## src/rtl/imem_load_ctrl_pkg.sv

```systemverilog
// Shared types and constants for the instruction-memory load controller.
package imem_load_ctrl_pkg;

  localparam int          DEF_ADDR_W    = 9;
  localparam logic [31:0] DEF_HALT_WORD = 32'hFFFF_FFFF;
  localparam logic [31:0] NOP_WORD      = 32'h0000_0000;

  typedef enum logic [1:0] {
    S_IDLE = 2'd0,
    S_LOAD = 2'd1,
    S_DONE = 2'd2,
    S_RUN  = 2'd3
  } state_t;

endpackage

```

## src/rtl/imem_load_ctrl_byte_packer.sv

```systemverilog
// Assembles four MSB-first bytes into a 32-bit word; the completed word is
// presented combinationally alongside the strobe of its fourth byte.
module imem_byte_packer (
  input  logic        clk,
  input  logic        reset,
  input  logic        clear,
  input  logic        byte_valid,
  input  logic [7:0]  byte_data,
  output logic [31:0] word,
  output logic        word_valid
);

  logic [1:0]  r_cnt;
  logic [31:0] r_shift;
  logic [31:0] w_word;

  assign w_word     = {r_shift[23:0], byte_data};
  assign word       = w_word;
  assign word_valid = byte_valid && (r_cnt == 2'd3);

  always_ff @(posedge clk or posedge reset) begin
    if (reset) begin
      r_cnt   <= 2'd0;
      r_shift <= 32'h0;
    end else if (clear) begin
      r_cnt   <= 2'd0;
      r_shift <= 32'h0;
    end else if (byte_valid) begin
      r_cnt   <= r_cnt + 2'd1;
      r_shift <= w_word;
    end
  end

endmodule

```

## src/rtl/imem_load_ctrl.sv

```systemverilog
// Instruction-memory port owner: UART program loader during a load session,
// fetch-stage read path with stall-hold while running.
module imem_load_ctrl
  import imem_load_ctrl_pkg::*;
#(
  parameter int          ADDR_W    = DEF_ADDR_W,
  parameter logic [31:0] HALT_WORD = DEF_HALT_WORD
) (
  input  logic              clk,
  input  logic              reset,
  input  logic              load_start,
  input  logic [7:0]        rx_data,
  input  logic              rx_valid,
  input  logic [31:0]       fetch_addr,
  input  logic              fetch_stall,
  output logic [ADDR_W-1:0] mem_addr,
  output logic [31:0]       mem_wdata,
  output logic              mem_we,
  input  logic [31:0]       mem_rdata,
  output logic [31:0]       instruction,
  output logic              cpu_hold,
  output logic              load_done,
  output logic [ADDR_W:0]   word_count,
  output logic              overflow_err
);

  state_t r_state, w_state_next;

  logic              r_we;
  logic [ADDR_W-1:0] r_wr_addr;
  logic [31:0]       r_wdata;
  logic [ADDR_W:0]   r_word_count;
  logic              r_ovf;
  logic [31:0]       r_hold;

  logic        w_in_load;
  logic        w_start_load;
  logic        w_drop_partial;
  logic        w_byte_valid;
  logic [31:0] w_word;
  logic        w_word_valid;
  logic        w_is_halt;
  logic        w_full;
  logic        w_unused_bits;

  assign w_in_load    = (r_state == S_LOAD);
  assign w_byte_valid = rx_valid && w_in_load;
  assign w_is_halt    = (w_word == HALT_WORD);
  assign w_full       = r_word_count[ADDR_W];
  assign w_unused_bits = ^{fetch_addr[31:ADDR_W+2], fetch_addr[1:0]};

  imem_byte_packer u_packer (
    .clk        (clk),
    .reset      (reset),
    .clear      (w_start_load || w_drop_partial),
    .byte_valid (w_byte_valid),
    .byte_data  (rx_data),
    .word       (w_word),
    .word_valid (w_word_valid)
  );

  always_ff @(posedge clk or posedge reset) begin
    if (reset) begin
      r_state <= S_IDLE;
    end else begin
      r_state <= w_state_next;
    end
  end

  always_comb begin
    w_state_next   = r_state;
    w_start_load   = 1'b0;
    w_drop_partial = 1'b0;
    cpu_hold       = 1'b1;
    instruction    = NOP_WORD;
    mem_addr       = r_wr_addr;
    mem_we         = 1'b0;
    load_done      = 1'b0;
    case (r_state)
      S_IDLE: begin
        if (load_start) begin
          w_state_next = S_LOAD;
          w_start_load = 1'b1;
        end
      end
      S_LOAD: begin
        mem_we = r_we;
        if (w_word_valid && (w_is_halt || w_full)) begin
          w_state_next = S_DONE;
        end
      end
      S_DONE: begin
        load_done      = 1'b1;
        w_drop_partial = 1'b1;
        w_state_next   = S_RUN;
      end
      S_RUN: begin
        cpu_hold    = 1'b0;
        mem_addr    = fetch_addr[ADDR_W+1:2];
        instruction = fetch_stall ? r_hold : mem_rdata;
        if (load_start) begin
          w_state_next = S_LOAD;
          w_start_load = 1'b1;
        end
      end
      default: w_state_next = S_IDLE;
    endcase
  end

  // A word can only complete four strobes after the previous one, so the
  // pending write always retires before the next full check looks at the count.
  always_ff @(posedge clk or posedge reset) begin
    if (reset) begin
      r_we         <= 1'b0;
      r_wr_addr    <= '0;
      r_wdata      <= 32'h0;
      r_word_count <= '0;
      r_ovf        <= 1'b0;
      r_hold       <= 32'h0;
    end else begin
      r_we <= 1'b0;
      if (w_start_load) begin
        r_word_count <= '0;
        r_ovf        <= 1'b0;
      end else if (w_in_load) begin
        if (r_we) begin
          r_word_count <= r_word_count + (ADDR_W+1)'(1);
        end
        if (w_word_valid && !w_is_halt) begin
          if (!w_full) begin
            r_we      <= 1'b1;
            r_wr_addr <= r_word_count[ADDR_W-1:0];
            r_wdata   <= w_word;
          end else begin
            r_ovf <= 1'b1;
          end
        end
      end
      if (r_state == S_RUN && !fetch_stall) begin
        r_hold <= mem_rdata;
      end
    end
  end

  assign mem_wdata    = r_wdata;
  assign word_count   = r_word_count;
  assign overflow_err = r_ovf;

endmodule

```

## config.mk

```make
export PLATFORM = sky130hd
export DESIGN_NAME = imem_load_ctrl
export DESIGN_NICKNAME = d
export VERILOG_FILES = /design/src/rtl/imem_load_ctrl_pkg.sv /design/src/rtl/imem_load_ctrl_byte_packer.sv /design/src/rtl/imem_load_ctrl.sv
export SDC_FILE = /design/constraint.sdc
export NUM_CORES = 1
export LEC_CHECK = 0
export ABC_AREA = 1
export ABC_CLOCK_PERIOD_IN_PS = 2600
export CAP_MARGIN = 20
export CORE_MARGIN = 2
export CORE_UTILIZATION = 42
export DETAILED_ROUTE_END_ITERATION = 6
export PLACE_DENSITY = 0.77
export SLEW_MARGIN = 30
export SYNTH_ARGS = -nofsm -noshare
export SYNTH_HDL_FRONTEND = slang
export SYNTH_HIERARCHICAL = 1
export SYNTH_SLANG_ARGS = --single-unit
```

## constraint.sdc

```tcl
create_clock -name clk -period 2.6 [get_ports clk]
set_input_delay 0.52 -clock clk [delete_from_list [all_inputs] [get_ports clk]]
set_output_delay 0.52 -clock clk [all_outputs]
set_load 0.03 [all_outputs]
```

# Yosys cells after proc, flatten, opt, wreduce, memory -nomap -nowiden
# Cells that the tools add are included.
[totals]
input_bits = 77
regBits = 113
elab_cells = 66
out_inout_bits = 87
[classes]
eq_ne = 7
n_addsub = 2
n_reduce_logical = 20
n_bitwise = 2
mux = 26
[op_table]
columns = ["operator", "n"]
rows = [
  ["$mux W32", 2],
  ["$mux W24", 2],
  ["$eq A32 B32 Y1 const B", 1],
  ["$mux W10", 3],
  ["$mux W1", 13],
  ["$add A10 B1 Y10 const B", 1],
  ["$reduce_bool A2 Y1", 5],
  ["$mux W9", 1],
  ["$mux W2", 4],
  ["$eq A2 B2 Y1 const B", 3],
  ["$pmux W2 S3", 1],
  ["$logic_and A1 B1 Y1", 5],
  ["$ne A2 B1 Y1 const B", 2],
  ["$reduce_and A2 Y1", 2],
  ["$reduce_and A4 Y1", 1],
  ["$reduce_and A3 Y1", 1],
  ["$add A2 B1 Y2 const B", 1],
  ["$eq A2 B1 Y1 const B", 1],
  ["$logic_not A1 Y1", 2],
  ["$logic_not A2 Y1", 1],
  ["$logic_or A1 B1 Y1", 2],
  ["$not A1 Y1", 2],
  ["$reduce_or A2 Y1", 1],
]

# Depth between registers and ports, before layout
# Gate-level depths: netlist of the first run.
[logic_depth]
ltp_word = 7
ltp_mapped = 14
mapped_depth_nobuf = 11

# Hierarchy
# The synthesis of the first run kept the hierarchy.
[by_module_without_submodules]
columns = ["mod", "area_per_inst_um2", "instances", "cells_each", "seq_area_each_um2"]
rows = [
  ["imem_load_ctrl", 3970.1, 1, 489, 2177.1],
  ["imem_byte_packer", 1132.3, 1, 126, 650.6],
]

# Worst setup path after synthesis of the first run
# No wires, ideal clock.
[synth_path]
path_kind = "register to output"
start = "reg r_state[0]"
end = "out instruction[10]"
stages_incl_launch_ff = 7
path_buffers = 1
arrival_ps = 1584
path_slack_ps = 496
required_ps = 2080
cell_sequence = "dfrtp_1 ha_1 inv_2 nor2_2 buf_2 nand2_1 o21ai_0"
[synth_between]
elab_chain_cells = 2
[synth_lines]
columns = ["item", "line_no", "source"]
rows = [
  ["start, declared", "imem_load_ctrl.sv:27", "state_t r_state, w_state_next;"],
  ["start signal, assigned", "imem_load_ctrl.sv:66", "r_state <= w_state_next;"],
  ["$eq A2 B2 Y1", "imem_load_ctrl.sv:79", "case (r_state)"],
  ["$mux W32", "imem_load_ctrl.sv:79", ""],
  ["end, declared", "imem_load_ctrl.sv:20", "output logic [31:0] instruction,"],
]
# No other way between the ends.

# Worst setup path in the final report of the first run
[layout_path]
start = "reg r_state[0]"
end = "out mem_addr[1]"
[layout_between]
elab_chain_cells = 2
[layout_lines]
columns = ["item", "line_no", "source"]
rows = [
  ["$eq A2 B2 Y1", "imem_load_ctrl.sv:79", ""],
  ["$mux W9", "imem_load_ctrl.sv:79", ""],
  ["end, declared", "imem_load_ctrl.sv:16", "output logic [ADDR_W-1:0] mem_addr,"],
]
# No other way between the ends.

==> results of run 1 <==
==> final cells by class <==
class | instances | area (um2) | area share, %
clock buffer | 19 | 433 | 6.09
sequential | 113 | 2830 | 39.8
clock inverter | 13 | 163 | 2.29
multi-input combinational | 413 | 1850 | 26.0
timing repair buffer | 153 | 1440 | 20.2
inverter | 56 | 215 | 3.03
tap | 147 | 184 | 2.59
==> cell usage after synthesis (6+ instances only) <==
library cell | n | area share [%]
nand2_1 | 261 | 19
ha_1 | 6 | 1.5
dfrtp_1 | 113 | 55
buf_4 | 11 | 1.6
buf_6 | 8 | 1.8
inv_1 | 52 | 3.8
o21ai_0 | 71 | 7.0
clkbuf_1 | 7 | 0.52
a21oi_1 | 9 | 0.88
nand3_1 | 28 | 2.7
buf_2 | 7 | 0.69
o21ai_1 | 6 | 0.59
nor2_1 | 13 | 0.96
==> sequential cells by signal (all words and copies together), names as in the netlist <==
| name | cells |
|---|---|
| overflow_err | 1 |
| r_we | 1 |
| u_packer/r_cnt | 2 |
| word_count | 10 |
| r_wr_addr | 9 |
| r_hold | 32 |
| u_packer/r_shift | 24 |
| r_state | 2 |
| mem_wdata | 32 |
==> placed cells by master (no fill, tap or decap), drive strengths merged <==
cell type,count
a21boi,1
a21oi,9
and3,1
buf,44
bufinv,3
clkbuf,20
clkdlybuf4s50,99
clkinv,7
clkinvlp,4
dfrtp,113
dlygate4sd2,9
ha,6
inv,55
nand2,264
nand3,31
nand4,1
nor2,20
o21ai,77
or2,2
xor2,1
==> critical path: cells and delay by family, from the launching register on <==
family / cells / cell delay [ps]
compound gates: 1 / 70
flops: 1 / 430
buf+inv: 2 / 820
fa+ha+maj: 1 / 210
simple gates: 1 / 60
==> per-stage QoR <==
step                      setup slack, ps  area (um2)  power [mW]
after floorplan                       496        5110        3.74
after global placement                214        6460        4.37
after detailed placement              147        6460        4.45
after CTS                            50.9        7060        6.77
after global routing                 11.6        7110        7.19
final                                75.8        7110        6.76
==> routing by layer <==
metal / global-route usage (%) / share of wire (%) / up-vias
met5: 0 / 0 / -
met1: 23.7 / 44 / 1968
li1: - / - / 2194
met3: 5.88 / 6.6 / 18
met4: 5.69 / 1.7 / 0
met2: 31.7 / 48 / 142
==> power by group <==
part	internal (mW)	leakage (nW)	switching [mW]
Clock	1.51	0.283	0.783
Combinational	0.760	1.79	1.45
Sequential	2.10	1.51	0.168
==> worst paths after layout <==
path	start	end	depth (start not counted)
setup / recovery	r_state[0]	mem_addr[1]	5
hold / removal	u_packer/r_cnt[1]	u_packer/r_cnt[1]	2
setup reg to reg	r_state[1]	mem_wdata[16]	11
hold reg to reg	u_packer/r_cnt[1]	u_packer/r_cnt[1]	2
max in group asynchronous	reset	r_state[0]	3
min in group asynchronous	reset	u_packer/r_shift[7]	3
==> logic make-up (layout without fill, tap and decap cells) <==
family | count (synthesis) | in the layout | synth area share (%)
AND/OR/NAND/NOR | 319 | 319 | 25.6
XOR/XNOR | 1 | 1 | 0.172
buffers and inverters | 89 | 241 | 8.73
AO/OA/AOI/OAI | 87 | 87 | 8.66
flip-flops | 113 | 113 | 55.4
adder cells (fa/ha/maj) | 6 | 6 | 1.47
==> what timing repair did <==
action	CTS	global route
gates resized for setup	12	1
setup endpoints to repair	43	32
setup buffers	0	3
gates cloned	0	1
pin swaps	0	2
==> results.md, run 1 <==
- Wire length per cell: 12.9 um
- Post-Syn Instances: 615
- WP data arrival: 2000 ps
- H-tree lvl count: 4
- Die Width: 114 um
- Number of global-route vias before repair: between 4000 and 5000
- Initial DRC count: 181
- Final std cells w/o fill: 914
- Detail Placement HPWL: 8360 um
- Syn Area/Cell: roughly 8.3 um2
- Drt drc: 0
- CTS clk-pin slew, worst paths: 60 ps
- Layout cells sized above 1: 12.9%
- DR pass1 iterations: 4
- Clock skew: 10.6 ps
- Core area: 11900 um2
- Max stage delay cell, worst path: clkdlybuf4s50_1
- First-pass GRT wire length: 19700 um
- Initial antenna violation count: 0
- Setup crit start kind: flop
- Largest stage delay, worst path: 690 ps
- Cell Rows: 40
- Pwr Density: 951 nW/um2
- Async S/R FF share, synth: 100%
- Worst VDD drop: 0.000345 V
- Total Neg Setup Slack: 0 ps
- GRT Util Overall: a little under a fifth
- DP Cell Count: 878
- Antenna fix cells: 0
- Outcome: finished, final reports clean
- I/O pins: 164
- Final ANT Viol Nets: 0
- Max Clk Rate: 396 MHz
- CTS buffer count: 17
- Req. time, crit path: 2080 ps
- Crit path capture type: output port
- Tightest Pin Transition: 647 ps
- Clock root cell: clkbuf_16
- Clock Path Buffers: 2
- Final net count: between 800 and 900
- Final Max Slew Viols: 0
- Crit-path max FO: 7
- Mapped cell area: 5100 um2
- Die height: 114 um
- Total number of vias: 4322
- Ys flop type: dfrtp_1
- Seq/Total Area, Yosys: 55.4%
- R2R Setup Slk: 480 ps
- Synth Warn #: 6
- Yosys reg bits: roughly 110
- Synth unique cells: 25
- Routed vias/inst: 4.73
- CTS tree: done
- Overflow after GRT: 0
- Area grow syn2layout: 39.3%
- # setup viols final: 0
- Clk_lat worst skew: 400 ps
- Final Util: 59.7%
- Cts hold-fix bufs: 0
- Hold Slack: 478 ps
- Syn nets: 698
- Initial cell density of the core: between 40% and 50%
- Largest net degree at the start of global routing: 65
- CP Cell Sequence: ha_4 -> buf_4 -> nand2_1 -> o21ai_0 -> clkdlybuf4s50_1
- Final period util: 97.1%
- Final WL: 11800 um
- Pleak: 3.58 nW
- CTS Sinks: between 100 and 150
- Post-synth EDFFs: 0
- Hold Crit Class: reg -> reg
- RSZ-0062 raised after global routing: no
- Input/output buffers: between 100 and 150
- Die area: 13000 um2
- Gpl congestion: 0.871
- Final hold violations: 0
- Crit Path Class: reg -> out
- Worst slew margin: 56.9%
- MaxCap Viol Count: 0
- # fillers: 1004
- Min Tclk post-route: 2520 ps
Note: power is estimated with default switching activity, not from simulation.
==> run 2: changes to the inputs <==
- CTS_BUF_LIST: not set -> sky130_fd_sc_hd__clkbuf_16
- HOLD_SLACK_MARGIN: not set -> 0.15
- SYNTH_HIERARCHICAL: 1 -> not set
==> results.md, run 2 <==
- Largest family of logic cells by synthesized area: simple AND/OR/NAND/NOR gates
- Final net count: 848 (+1.3%)
- Post-synthesis compound-gate area fraction: 10.2% (+1.6 points)
- Final hold violations: 0 (unchanged)
- # fillers: 978 (-2.6%)
- WP data arrival: 1950 ps (-50 ps)
- Total Neg Setup Slack: 0 ps (unchanged)
- CTS tree: done
- Post-Syn Instances: 619 (+0.65%)
- Pleak: 3.61 nW (+0.74%)
- Tot Pwr: 8.06 mW (+19%)
- Syn Area/Cell: 8.26 um2 (-0.48%)
- Synth unique cells: 24 (-4.0%)
- Final WL: 13100 um (+11%)
- Crit path capture type: output port
- Mux cell area share after synthesis: 0% (unchanged)
- Dpl ws: 141 ps (-6.39 ps)
- CTS buffer count: 17 (unchanged)
- First-pass GRT wire length: 21200 um (+7.9%)
- Commonest non-fill, non-tap cells in the layout: 183 x nand2_1, 112 x dfrtp_1, 97 x clkdlybuf4s50_1
- Overflow after GRT: 0 (unchanged)
- Hold path depth: 2 (unchanged)
- Cell Rows: 40 (unchanged)
- I/O pins: 164 (unchanged)
- Ys flop type: dfrtp_1
- Seq/Total Area, Yosys: 55.3% (-0.095 points)
- Mapped cell area: 5110 um2 (+0.17%)
- CTS clk-pin slew, worst paths: 60 ps (about the same)
- Synth Warn #: 0 (-6)
- # setup viols final: 0 (unchanged)
- R2R Setup Slk: 360 ps (-120 ps)
- Worst r2r path cells: 9 (-2)
- GRT Util Overall: 20.7% (+1.8 points)
- Largest net degree at the start of global routing: 74 (+14%)
- Detail Placement HPWL: 9000 um (+7.7%)
- Initial DRC count: 350 (+93%)
- Syn nets: 701 (+0.43%)
- Number of global-route vias before repair: 4346 (+2.4%)
- Worst setup margin: 130 ps (+54.0 ps)
- Clk_lat worst skew: 410 ps (about the same)
- Req. time, crit path: 2080 ps (about the same)
- CTS Sinks: 113 (unchanged)
- Multi-input gate area: 1930 um2 (+4.7%)
- Final period util: 95.0% (-2.1 points)
- Post-synthesis simple-gate area fraction: 25.8% (+0.25 points)
- Clock skew: 8.29 ps (-2.27 ps)
- Input/output buffers: 140 (unchanged)
- Drt drc: 0 (unchanged)
- Worst VDD drop: 0.000413 V (+19%)
- Antenna fix cells: 0 (unchanged)
- Final ANT Viol Nets: 0 (unchanged)
- Layout cells sized above 1: 12.8% (-0.070 points)
- Area grow syn2layout: 42.4%
- Min Tclk post-route: 2470 ps (-54.0 ps)
- Yosys top cell by area: dfrtp_1
- Die area: 13100 um2 (+0.17%)
- Crit-path max FO: 17 (+10)
- H-tree lvl count: 4 (unchanged)
- Top-count cell post-synth: nand2_1
- Routed vias/inst: 5.05 (+6.8%)
- MaxCap Viol Count: 0 (unchanged)
- Die Width: 114 um (about the same)
- Tightest Pin Transition: 655 ps (+8.59 ps)
- Async S/R FF share, synth: 100% (unchanged)
- Final Max Slew Viols: 0 (unchanged)
- Wire length per cell: 14.2 um (+9.9%)
- Area contributors post-synth: dfrtp_1 55%, nand2_1 14%, o21ai_0 9.2%
- Crit Path Class: reg -> out
- Hold Slack: 466 ps (-11.1 ps)
- Total number of vias: 4678 (+8.2%)
- Yosys top cell area share: 55.3% (-0.095 points)
- Synth cell count leaders: 184 x nand2_1, 113 x dfrtp_1, 94 x o21ai_0
- Hold Crit Class: reg -> reg
- Final Util: 60.8% (+1.2 points)
- Post-synth EDFFs: 0 (unchanged)
- Synth Area in XOR/XNOR: 0.171% (-0.00029 points)
- Clock Path Buffers: 2 (unchanged)
- Core area: 12000 um2 (+0.42%)
- Max Clk Rate: 405 MHz (+2.2%)
- DR pass1 iterations: 5 (+1)
- Setup crit start kind: flop
- Yosys reg bits: 113 (unchanged)
- Register area: 2830 um2 (about the same)
- Worst slew margin: 56.3% (-0.62 points)
- Die height: 114 um (about the same)
- Adder-cell share of the synthesized area: 1.22% (-0.25 points)
- Pwr Density: 1110 nW/um2 (+16%)
- Gpl congestion: 0.867 (-0.45%)
- Clock root cell: clkbuf_16
- Outcome: finished, final reports clean
- Commonest non-fill, non-tap cell in the layout: nand2_1
- Initial cell density of the core: 42.7% (-0.11 points)
- Initial antenna violation count: 0 (unchanged)
## run 2: changes by cell type after synthesis, sizes merged, moves of 2 or more
cell    change
clkbuf     +13
o21ai      +18
inv         -4
nand2      -77
buf        -12
nor2       +52
nand3      -26
nand4      +42
nor3        +2
## run 2: timing repair
action                     CTS  global route
gates resized for setup     12             4
hold buffers                 0             0
setup endpoints to repair   13            32
buffers inserted             4             2
gates cloned                 0             1
pin swaps                    0             1
## run 2: path summary, 6_finish.rpt
check	from	end
worst max-delay path	r_state[0]	instruction[29]
worst min-delay path	mem_wdata[12]	mem_wdata[12]
worst max register to register	r_state[0]	mem_wdata[6]
worst min register to register	mem_wdata[12]	mem_wdata[12]
max in group asynchronous	reset	r_hold[22]
min in group asynchronous	reset	mem_wdata[9]
## run 2: where the power goes
group	total [mW]	internal, mW	switching [mW]
sequential	2.59	2.30	0.288
combinational	3.22	1.18	2.03
clock	2.26	1.42	0.841
total	8.06	4.90	3.16
## run 2: cells by family (layout without fill, tap and decap cells)
group / Yosys count / in the layout
adders and majority gates: 5 / 5
AOI/OAI and AO/OA: 104 / 104
xor gates and xnor gates: 1 / 1
and+or+nand+nor: 311 / 311
buffers and inverters: 85 / 245
DFF: 113 / 113
## run 2: per-stage QoR
stage | cell area (um2) | std cells
2_1_floorplan | 5110 | 619
3_3_place_gp | 6610 | 887
3_5_place_dp | 6610 | 887
4_1_cts | 7220 | 923
5_1_grt | 7280 | 926
6_report | 7280 | 926
## run 2: final cells by class
cell class                      instances  share of cell area (%)
Sequential cell                       113                    38.9
Inverter                               51                    2.73
Clock inverter                         15                    2.23
Timing Repair Buffer                  162                    21.2
Multi-Input combinational cell        421                    26.6
Clock buffer                           17                    5.84
Tap cell                              147                    2.53
## run 2: worst max-delay path, cell delays in order, from the launching register on
cell and delay, ps:
dfrtp_1 400, ha_4 180, clkinvlp_4 150, nor2_4 210
buf_4 230, nand2_1 90, o21ai_0 90, buf_4 190
## run 2: per-layer routing
metal	global-route usage, %	wire (um)	vias to the layer above
li1	-	-	2298
met1	27.3	5740	2174
met2	33.5	6280	192
met3	5.82	925	14
met4	6.50	182	0
met5	0	0	-
